**src/rtl/counter_arbiter_if.sv**
```systemverilog
// Request/grant bundle between the requesters, the arbiter and the shared binary_counter.
// The slave side is the arbiter; the master side is whoever drives the requests and owns the counter.
interface counter_arbiter_if #(
    parameter int WIDTH = 4,
    parameter int N_REQ = 2
);
    logic [N_REQ-1:0]       req;
    logic [N_REQ*WIDTH-1:0] length;
    logic [N_REQ-1:0]       grant;
    logic [N_REQ-1:0]       done;
    logic                   busy;
    logic                   counter_clear;
    logic                   counter_count;
    logic [WIDTH-1:0]       counter_q;

    modport master (
        output req, length, counter_q,
        input  grant, done, busy, counter_clear, counter_count
    );

    modport slave (
        input  req, length, counter_q,
        output grant, done, busy, counter_clear, counter_count
    );
endinterface

```
**src/rtl/counter_arbiter.sv**
```systemverilog
// Round-robin arbiter that lends one binary_counter to N_REQ requesters in turn:
// clear it, count up to the winner's latched length, then pulse done.
module counter_arbiter #(
    parameter int WIDTH = 4,
    parameter int N_REQ = 2
) (
    input  logic clock,
    input  logic reset,
    counter_arbiter_if.slave bus
);
    localparam int IDXW = $clog2(N_REQ);
    localparam logic [IDXW:0]   NREQ_W   = (IDXW+1)'(N_REQ);
    localparam logic [IDXW-1:0] LAST_IDX = IDXW'(N_REQ - 1);

    localparam logic [1:0] S_IDLE  = 2'd0;
    localparam logic [1:0] S_CLEAR = 2'd1;
    localparam logic [1:0] S_COUNT = 2'd2;
    localparam logic [1:0] S_DONE  = 2'd3;

    logic [1:0]       r_state;
    logic [N_REQ-1:0] r_grant;
    logic [N_REQ-1:0] r_done;
    logic [IDXW-1:0]  r_ptr;
    logic [IDXW-1:0]  r_idx;
    logic [WIDTH-1:0] r_len;

    logic             w_found;
    logic [IDXW-1:0]  w_sel;
    logic [IDXW:0]    w_cand;
    logic [WIDTH-1:0] w_selLen;
    logic [IDXW-1:0]  w_nextPtr;
    logic             w_live;
    logic             w_atLen;

    // First requester at or after the pointer, wrapping around.
    always_comb begin
        w_found = 1'b0;
        w_sel   = '0;
        w_cand  = '0;
        for (int k = 0; k < N_REQ; k++) begin
            w_cand = {1'b0, r_ptr} + (IDXW+1)'(k);
            if (w_cand >= NREQ_W) begin
                w_cand = w_cand - NREQ_W;
            end
            if (!w_found && bus.req[w_cand[IDXW-1:0]]) begin
                w_found = 1'b1;
                w_sel   = w_cand[IDXW-1:0];
            end
        end
    end

    assign w_selLen  = bus.length[w_sel*WIDTH +: WIDTH];
    assign w_nextPtr = (r_idx == LAST_IDX) ? '0 : r_idx + 1'b1;
    assign w_live    = bus.req[r_idx];
    assign w_atLen   = (bus.counter_q == r_len);

    // Gating with w_live freezes the counter in the same cycle a requester withdraws.
    assign bus.busy          = (r_state != S_IDLE);
    assign bus.counter_clear = (r_state == S_CLEAR) && w_live;
    assign bus.counter_count = (r_state == S_COUNT) && w_live && !w_atLen;
    assign bus.grant         = r_grant;
    assign bus.done          = r_done;

    always_ff @(posedge clock or negedge reset) begin
        if (!reset) begin
            r_state <= S_IDLE;
            r_grant <= '0;
            r_done  <= '0;
            r_ptr   <= '0;
            r_idx   <= '0;
            r_len   <= '0;
        end else begin
            case (r_state)
                S_IDLE: begin
                    if (w_found) begin
                        r_grant <= {{(N_REQ-1){1'b0}}, 1'b1} << w_sel;
                        r_idx   <= w_sel;
                        r_len   <= w_selLen;
                        r_state <= S_CLEAR;
                    end
                end
                S_CLEAR: begin
                    if (!w_live) begin
                        r_grant <= '0;
                        r_ptr   <= w_nextPtr;
                        r_state <= S_IDLE;
                    end else begin
                        r_state <= S_COUNT;
                    end
                end
                S_COUNT: begin
                    if (!w_live) begin
                        r_grant <= '0;
                        r_ptr   <= w_nextPtr;
                        r_state <= S_IDLE;
                    end else if (w_atLen) begin
                        r_done  <= r_grant;
                        r_state <= S_DONE;
                    end
                end
                S_DONE: begin
                    r_grant <= '0;
                    r_done  <= '0;
                    r_ptr   <= w_nextPtr;
                    r_state <= S_IDLE;
                end
                default: begin
                    r_state <= S_IDLE;
                end
            endcase
        end
    end
endmodule

```
**src/flat_wrapper.sv**
```systemverilog
// flat-port wrapper written by rule: the top's interface ports become plain ports
module counter_arbiter_flat 
#(
    parameter int WIDTH = 4,
    parameter int N_REQ = 2
)
  (clock, reset, bus_req, bus_length, bus_counter_q, bus_grant, bus_done, bus_busy, bus_counter_clear, bus_counter_count);
  counter_arbiter_if #(.WIDTH(WIDTH), .N_REQ(N_REQ)) bus_i ();
  input  logic clock;
  input  logic reset;
  input wire logic [$bits(bus_i.req)-1:0] bus_req;
  input wire logic [$bits(bus_i.length)-1:0] bus_length;
  input wire logic [$bits(bus_i.counter_q)-1:0] bus_counter_q;
  output wire logic [$bits(bus_i.grant)-1:0] bus_grant;
  output wire logic [$bits(bus_i.done)-1:0] bus_done;
  output wire logic [$bits(bus_i.busy)-1:0] bus_busy;
  output wire logic [$bits(bus_i.counter_clear)-1:0] bus_counter_clear;
  output wire logic [$bits(bus_i.counter_count)-1:0] bus_counter_count;
  assign bus_i.req = bus_req;
  assign bus_i.length = bus_length;
  assign bus_i.counter_q = bus_counter_q;
  assign bus_grant = bus_i.grant;
  assign bus_done = bus_i.done;
  assign bus_busy = bus_i.busy;
  assign bus_counter_clear = bus_i.counter_clear;
  assign bus_counter_count = bus_i.counter_count;
  counter_arbiter #(.WIDTH(WIDTH), .N_REQ(N_REQ)) u_core (.clock(clock), .reset(reset), .bus(bus_i));
endmodule
```
**config.mk**
```make
export PLATFORM = sky130hd
export DESIGN_NAME = counter_arbiter_flat
export DESIGN_NICKNAME = d
export VERILOG_FILES = /design/src/rtl/counter_arbiter_if.sv /design/src/rtl/counter_arbiter.sv /design/src/flat_wrapper.sv
export SDC_FILE = /design/constraint.sdc
export NUM_CORES = 1
export LEC_CHECK = 0
export ABC_AREA = 0
export CORE_UTILIZATION = 32
export CTS_BUF_LIST = sky130_fd_sc_hd__clkbuf_4
export DETAILED_ROUTE_END_ITERATION = 6
export PLACE_DENSITY = 0.55
export SETUP_SLACK_MARGIN = 0.5
export SLEW_MARGIN = 25
export SYNTH_ARGS = -nofsm -noshare
export SYNTH_HDL_FRONTEND = slang
export SYNTH_SLANG_ARGS = --single-unit
```
**constraint.sdc**
```tcl
create_clock -name clock -period 3.5 [get_ports clock]
set_input_delay 0.7 -clock clock [delete_from_list [all_inputs] [get_ports clock]]
set_output_delay 0.7 -clock clock [all_outputs]
set_load 0.1 [all_outputs]
```
Word level (Yosys, flattened, before mapping)

Cells that the tools add are included.

Flip-flop bits (word level): 12
Input port bits: 16
Output and inout bits: 7
Word-level logic and storage cells: 68

Add/subtract/negate cells: 4
$lt $le $gt $ge: 5
Equality and inequality tests: 9
Shifts and indexed selects: 2
Multiplexer cells: 26
Reductions and logical operators: 16

Operators with widths:

| cell                  | count |
|---|---|
| $mux W2               | 8 |
| $mux W1               | 14 |
| $pmux W2 S4           | 1 |
| $reduce_and A2 Y1     | 4 |
| $shiftx A8 B4 Y4      | 1 |
| $lt A1 B2 Y1 const B  | 3 |
| $ne A2 B1 Y1 const B  | 3 |
| $pmux W2 S3           | 1 |
| $reduce_bool A2 Y1    | 3 |
| $eq A2 B2 Y1 const B  | 2 |
| $eq A4 B4 Y1          | 1 |
| $logic_and A1 B1 Y1   | 4 |
| $pmux W2 S2           | 1 |
| $ne A3 B3 Y1 const B  | 1 |
| $reduce_and A3 Y1     | 1 |
| $add A1 B1 Y2 const B | 1 |
| $eq A2 B1 Y1 const B  | 1 |
| $ge A1 B2 Y1 const B  | 1 |
| $ge A2 B2 Y1 const B  | 1 |
| $logic_not A1 Y1      | 2 |
| $logic_not A2 Y1      | 1 |
| $ne A2 B2 Y1 const B  | 1 |
| $pmux W1 S2           | 1 |
| $reduce_or A2 Y1      | 1 |
| 3 further kinds       | 4 |

Depth between registers and ports, before layout

Gate-level depths: netlist of run 1.

Depth in word-level cells: 11
Mapped depth: 6
Mapped depth without buffers: 6

Least setup slack after synthesis of run 1

No wires, ideal clock.

Kind: input -> output
From: in bus_counter_q[0]
To: out bus_counter_count
Arrival: 2.321 ns
Data required time: 2.800 ns
Path slack: 0.479 ns
Stages: 3
Path buffers: 0
Path through: xnor2_1 and4_1 nor2_1

Word-level cells in the longest chain between the ends: 3

Ends and longest elaborated chain:

| what                | RTL line              | text |
|---|---|---|
| start: declaration  | flat_wrapper.sv:13    | `input wire logic [$bits(bus_i.counter_q)-1:0] bus_counter_q;` |
| $eq A4 B4 Y1        | counter_arbiter.sv:55 | `assign w_atLen = (bus.counter_q == r_len);` |
| $logic_not A1 Y1    | counter_arbiter.sv:60 | `assign bus.counter_count = (r_state == S_COUNT) && w_live && !w_atLen;` |
| $logic_and A1 B1 Y1 | counter_arbiter.sv:60 |  |
| end: declaration    | flat_wrapper.sv:18    | `output wire logic [$bits(bus_i.counter_count)-1:0] bus_counter_count;` |

No other way between the ends.

Worst setup path in the final report of run 1

From: in bus_req[1]
To: out bus_counter_count

Word-level cells in the longest chain between the ends: 4

Ends and longest elaborated chain:

| what                                       | RTL line              | text |
|---|---|---|
| start: declaration                         | flat_wrapper.sv:11    | `input wire logic [$bits(bus_i.req)-1:0] bus_req;` |
| $mux W1 (not written as such) (2 in a row) | counter_arbiter.sv:54 | `assign w_live = bus.req[r_idx];` |
| $logic_and A1 B1 Y1 (2 in a row)           | counter_arbiter.sv:60 |  |

No other way between the ends. The select of a mux whose other input is x is not followed.

==> results of run 1 <==
[routing by layer]
metal,vias up,part of all wire (%)
li1,319,-
met1,301,48
met3,2,4.9
met2,18,46
met5,-,0
met4,0,0.79
[critical path: stages]
cell	delay, ns
clkdlybuf4s50_1	0.57
mux2i_2	0.12
nand2b_4	0.19
nor2_2	0.16
buf_12	0.19
[logic make-up (layout without fill, tap and decap cells)]
| family | count (synthesis) | in the layout | synth area share [%] |
|---|---|---|---|
| DFF | 12 | 12 | 40.82 |
| and+or+nand+nor | 26 | 26 | 18.03 |
| AOI/OAI and AO/OA | 17 | 17 | 16.84 |
| adders and majority gates | 5 | 5 | 8.503 |
| muxes | 5 | 5 | 7.992 |
| buffers and inverters | 6 | 32 | 3.061 |
| xor gates and xnor gates | 4 | 4 | 4.761 |
[registers in the layout (all words and copies together) (netlist names)]
register and flops:
u_core.r_len 4, u_core.bus.grant 2, u_core.bus.done 2, u_core.r_idx 1, u_core.r_state 2, u_core.r_ptr 1
[through the flow]
| step | power, mW | cells | instance area [µm²] |
|---|---|---|---|
| 2_1_floorplan | 0.6201 | 75 | 738.2 |
| 3_3_place_gp | 0.7374 | 124 | 997.2 |
| 3_5_place_dp | 0.7369 | 124 | 997.2 |
| 4_1_cts | 0.8284 | 128 | 1023 |
| 5_1_grt | 0.8749 | 128 | 1023 |
| 6_report | 0.8211 | 128 | 1023 |
[final cells by class]
type / instances / share of cell area [%]
clock buffers: 3 / 2.200
clock inverters: 1 / 0.3667
inverters: 6 / 2.200
flip-flops and latches: 12 / 29.34
repair buffers: 22 / 22.00
multi-input cells: 57 / 40.59
well taps: 27 / 3.301
[path summary, 6_finish.rpt]
path,slack (ns),startpoint,to
max in group asynchronous,2.36,reset,u_core.r_idx$_DFFE_PN0P_
max,0.87,bus_req[1],bus_counter_count
min in group asynchronous,0.78,reset,u_core.r_state[1]$_DFFE_PN0P_
min,0.51,u_core.r_len[1]$_DFFE_PN0P_,u_core.r_len[1]$_DFFE_PN0P_
min reg2reg,0.51,u_core.r_len[1]$_DFFE_PN0P_,u_core.r_len[1]$_DFFE_PN0P_
max reg2reg,1.95,u_core.r_state[0]$_DFFE_PN0P_,u_core.r_state[1]$_DFFE_PN0P_
[where the power goes]
group / internal, mW / total (mW) / switching (mW)
logic: 0.175 / 0.498 / 0.323
registers: 0.193 / 0.235 / 0.0421
clock network: 0.0412 / 0.0882 / 0.0470
[placed cells by master, fill, tap and decap left out, types with 2 or more instances in the layout]
master           instances
a32o_1                   2
nand3_1                  2
o221ai_1                 2
buf_4                    2
inv_1                    6
o21ai_0                  6
dfrtp_1                 12
a21oi_1                  2
clkbuf_4                 3
ha_1                     5
nand2_1                 10
nor2_1                   4
clkdlybuf4s50_1         19
mux2i_1                  3
nand2b_1                 3
nand4_1                  2
xnor2_1                  4
==> impl_metrics.toml, run 1 <==
[run_status]
status = "completed"

[global_route]
grt_pass1_wl_mm = 2.449
overflow = 0
antenna_found_initial = 0
grt_util_all_layers_pct = 13.16
use_met2_pct = 20.50
grt_pass1_vias = 564
grt_util_met1_pct = 16.79
grt_max_degree = 13
gr-usage-met3_pct = 4.630
top_usage_layer = "met2"

[sta]
fin_worst_skew_ns = 0.0002962
fin_tns_setup_ns = 0
fin_ws_ns = 0.8677
worst_slew_pin_slew_ns = 0.9613
slew_headroom_pct = 35.72
holdWs_ns = 0.5072
rsz0062_at_grt = "false"
finalCritPeriodShare_pct = 75.21
final_max_slew_viol_count = 0
finalHoldViolCount = 0
max_freq_ghz = 0.3799
fin_crit_ns = 2.632
setup_viol = 0

[critical_path]
ff2ff_path_depth = 5
cp.arrival_ns = 1.93
cp_data_required_time_ns = 2.80
crit_fanout = 6
crit_path_end_kind = "output pin"
critPathLaunchType = "input port"
crit_type = "in -> out"

[die]
fp.dieW_um = 49.95
placementRows = 16
start_util_pct = 35.68
io_pins = 23
design.core.area_mm2 = 0.002062
dieHeight_um = 49.95
die_area_mm2 = 0.002495

[layout]
drive_gt1_share_pct = 11.88
regArea_um2 = 300.3
area.growth.synth_to_final_pct = 39.12
fillers = 203
fin_nets = 123
multiInputGateArea_um2 = 415.4
utilization_pct = 49.64
antenna-diode-count = 0

[yosys]
syn_nets = 96
netlist_area_um2 = 735.7
synth_edf_count = 0
synth_area_leader_cell = "dfrtp_1"
ys_seq_area_share_pct = 40.82
yosys.cell_count.top_type = "dfrtp_1"
yosys-top-cells-count = "dfrtp_1 (12), nand2_1 (10), inv_1 (6), o21ai_0 (6)"
synth-seq-cells = 12
synth-main-ff-cell = "dfrtp_1"
ys_types = 25
synthTopCellsByArea = "dfrtp_1 (41%), ha_1 (8.5%), nand2_1 (5.1%)"
synth_top_area_share_pct = 40.82
synthCells = 75
ys_async_sr_fraction_pct = 100.0
avgSynthCellArea_um2 = 9.809
yosys_warnings = 0

[detailed_routing]
drtIter0Drc = 14
vias = 640
dr.pass1.iters = 4
drt_wl_total_mm = 1.524
drc = 0
avgRoutedWirePerCell_um = 11.91
antenna_left = 0
viasPerCell = 5.000

[cts]
h-tree-depth = 1
post_cts_resized = 0
clkSlewWorstSetupHoldPaths_ns = 0.08
cts_tree = "done"
cts_buffer_depth = 2
postCtsHoldBufs = 0
cts_setup_buffers = 0
cts_sinks = 12
clk_latency_ns = 0.27
clock-root-buffer = "clkbuf_4"
cts_buffers = 3

[placed_design]
io_buffers = 22
dp_hpwl_mm = 1.225
pre_cts_ws_ns = 0.8606
routabilityCongestion = 0.7610

[pwr]
p_leak_nw = 0.4508
powerDensity_mw_per_mm2 = 802.2
ir_drop_mv = 0.5118

[min_path]
hold_depth = 2
hold_path_class = "reg -> reg"

[flow_run]
maxCapViolCount = 0
Note: power is estimated with default switching activity, not from simulation.
==> inputs of run 2 (changes only) <==
Clock period 3.5 ns to 2.6 ns, I/O delays scaled along.
==> run 2 against run 1 <==
Effect of this change:
- routed wire length is 5.1% higher
- clock power is 35% higher
- cell count is 0.78% higher
- critical path depth stayed put
- worst setup slack worse by 0.30 ns
- sequential share of layout area is 0.56 points lower
- flip-flop and latch count stayed put
- sequential power is 37% higher
- worst hold slack better by 0.0089 ns
- final area is 2.0% higher
- combinational power is 42% higher
- power is 40% higher
- critical endpoint unchanged
==> impl_metrics.toml, run 2 (synthesis gave the netlist of run 1 again) <==
[placed_design]
io_buffers = 22
dp_hpwl_mm = 1.252
routabilityCongestion = 0.7991

[layout]
drive_gt1_share_pct = 19.61
multiInputGateArea_um2 = 432.9
fin_nets = 124
utilization_pct = 50.61
area.growth.synth_to_final_pct = 41.84
antenna-diode-count = 0
fillers = 194
regArea_um2 = 300.3
mostFrequentLayoutCells = "dfrtp_1 (12), nand2_1 (10), clkdlybuf4s50_1 (9)"
top_register = "u_core.r_len"
largest_reg_flops = 4
final_common_cell = "dfrtp_1"

[detailed_routing]
drt_wl_total_mm = 1.601
vias = 639
met1Wirelength_um = 722
drtIter0Drc = 6
topRoutingLayerUsed = "met3"
wl_met2_um = 783
antenna_left = 0
wl_met3_um = 95
viasPerCell = 4.953
avgRoutedWirePerCell_um = 12.41
drc = 0
dr.pass1.iters = 3

[cts]
clk_latency_ns = 0.27
clock-root-buffer = "clkbuf_4"
cts_tree = "done"
cts_buffers = 3
cts_sinks = 12
cts_buffer_depth = 2
h-tree-depth = 1
clkSlewWorstSetupHoldPaths_ns = 0.08

[die]
dieHeight_um = 49.95
fp.dieW_um = 49.95
start_util_pct = 35.68
die_area_mm2 = 0.002495
placementRows = 16
design.core.area_mm2 = 0.002062
io_pins = 23

[flow_run]
maxCapViolCount = 0

[global_route]
grt_pass1_vias = 580
grt_pass1_wl_mm = 2.566
grt_util_all_layers_pct = 14.14
grt_max_degree = 13
antenna_found_initial = 0
overflow = 0

[sta]
final_max_slew_viol_count = 0
finalCritPeriodShare_pct = 78.07
fin_tns_setup_ns = 0
finalHoldViolCount = 0
rsz0062_at_grt = "false"
max_freq_ghz = 0.4926
fin_worst_skew_ns = 0.006519
worst_slew_pin_slew_ns = 0.5883
slew_headroom_pct = 60.66
fin_crit_ns = 2.030
setup_viol = 0

[critical_path]
cp.arrival_ns = 1.51
critPathLaunchType = "input port"
crit_path_end_kind = "output pin"
crit_type = "in -> out"
crit_fanout = 6
cp_data_required_time_ns = 2.08

[pwr]
p_leak_nw = 0.4797
ir_drop_mv = 0.6956
powerDensity_mw_per_mm2 = 1100

[run_status]
status = "completed"

[min_path]
hold_path_class = "reg -> reg"
-- run 2: metal layers --
metal | vias to the layer above | global-route usage, %
met4 | 0 | 2.857
met1 | 297 | 16.64
met3 | 0 | 6.481
met2 | 17 | 23.42
met5 | - | 0
li1 | 325 | -
-- run 2: through the flow --
| step | worst slack [ns] | total power [mW] | area, µm² | hold WS, ns | std cells |
|---|---|---|---|---|---|
| 2_1_floorplan | 0.6976 | 0.8378 | 743.2 | 0.2244 | 75 |
| 3_3_place_gp | 0.3552 | 1.010 | 1005 | 0.5012 | 124 |
| 3_5_place_dp | 0.3297 | 1.014 | 1005 | 0.5023 | 124 |
| 4_1_cts | 0.5020 | 1.152 | 1041 | 0.5205 | 129 |
| 5_1_grt | 0.5039 | 1.227 | 1044 | 0.5675 | 129 |
| 6_report | 0.5701 | 1.148 | 1044 | 0.5161 | 129 |
-- run 2: report_power, final --
| part | leakage [nW] | total (mW) | switching, mW | internal (mW) |
|---|---|---|---|---|
| logic | 0.312 | 0.707 | 0.448 | 0.260 |
| registers | 0.152 | 0.321 | 0.0617 | 0.259 |
| clock network | 0.0154 | 0.119 | 0.0635 | 0.0556 |
| total | 0.480 | 1.15 | 0.573 | 0.575 |
-- run 2: what timing repair did --
| item | CTS | global route |
|---|---|---|
| pin swaps | 4 | 0 |
| resized for setup | 9 | 1 |
| hold buffers | 0 | 0 |
| hold endpoints to repair | 0 | 0 |
| setup buffers | 1 | 0 |
| endpoints found under the setup margin | 2 | 1 |
-- run 2: path summary, 6_finish.rpt --
path	start	slack [ns]	to	cells past startpoint
worst min-delay path	u_core.r_len[3]$_DFFE_PN0P_	0.52	u_core.r_len[3]$_DFFE_PN0P_	2
min in group asynchronous	reset	0.61	u_core.bus.grant[0]$_DFFE_PN0P_	1
max in group asynchronous	reset	1.60	u_core.bus.done[1]$_DFFE_PN0P_	1
worst max-delay path	bus_req[1]	0.57	bus_counter_count	5
worst max register to register	u_core.r_state[0]$_DFFE_PN0P_	1.09	u_core.r_state[1]$_DFFE_PN0P_	5
worst min register to register	u_core.r_len[3]$_DFFE_PN0P_	0.52	u_core.r_len[3]$_DFFE_PN0P_	2
-- run 2: worst max-delay path: stages --
cell and delay, ns:
dlygate4sd2_1 0.30, mux2i_2 0.24, nand2b_4 0.23, nor2_4 0.06
buf_12 0.16
-- run 2: layout make-up --
class | count | share of cell area [%]
Clock buffer | 3 | 2.158
Tap cell | 27 | 3.237
Inverter | 6 | 2.158
Sequential cell | 12 | 28.78
Timing Repair Buffer | 23 | 21.82
Clock inverter | 1 | 0.3597
Multi-Input combinational cell | 57 | 41.49
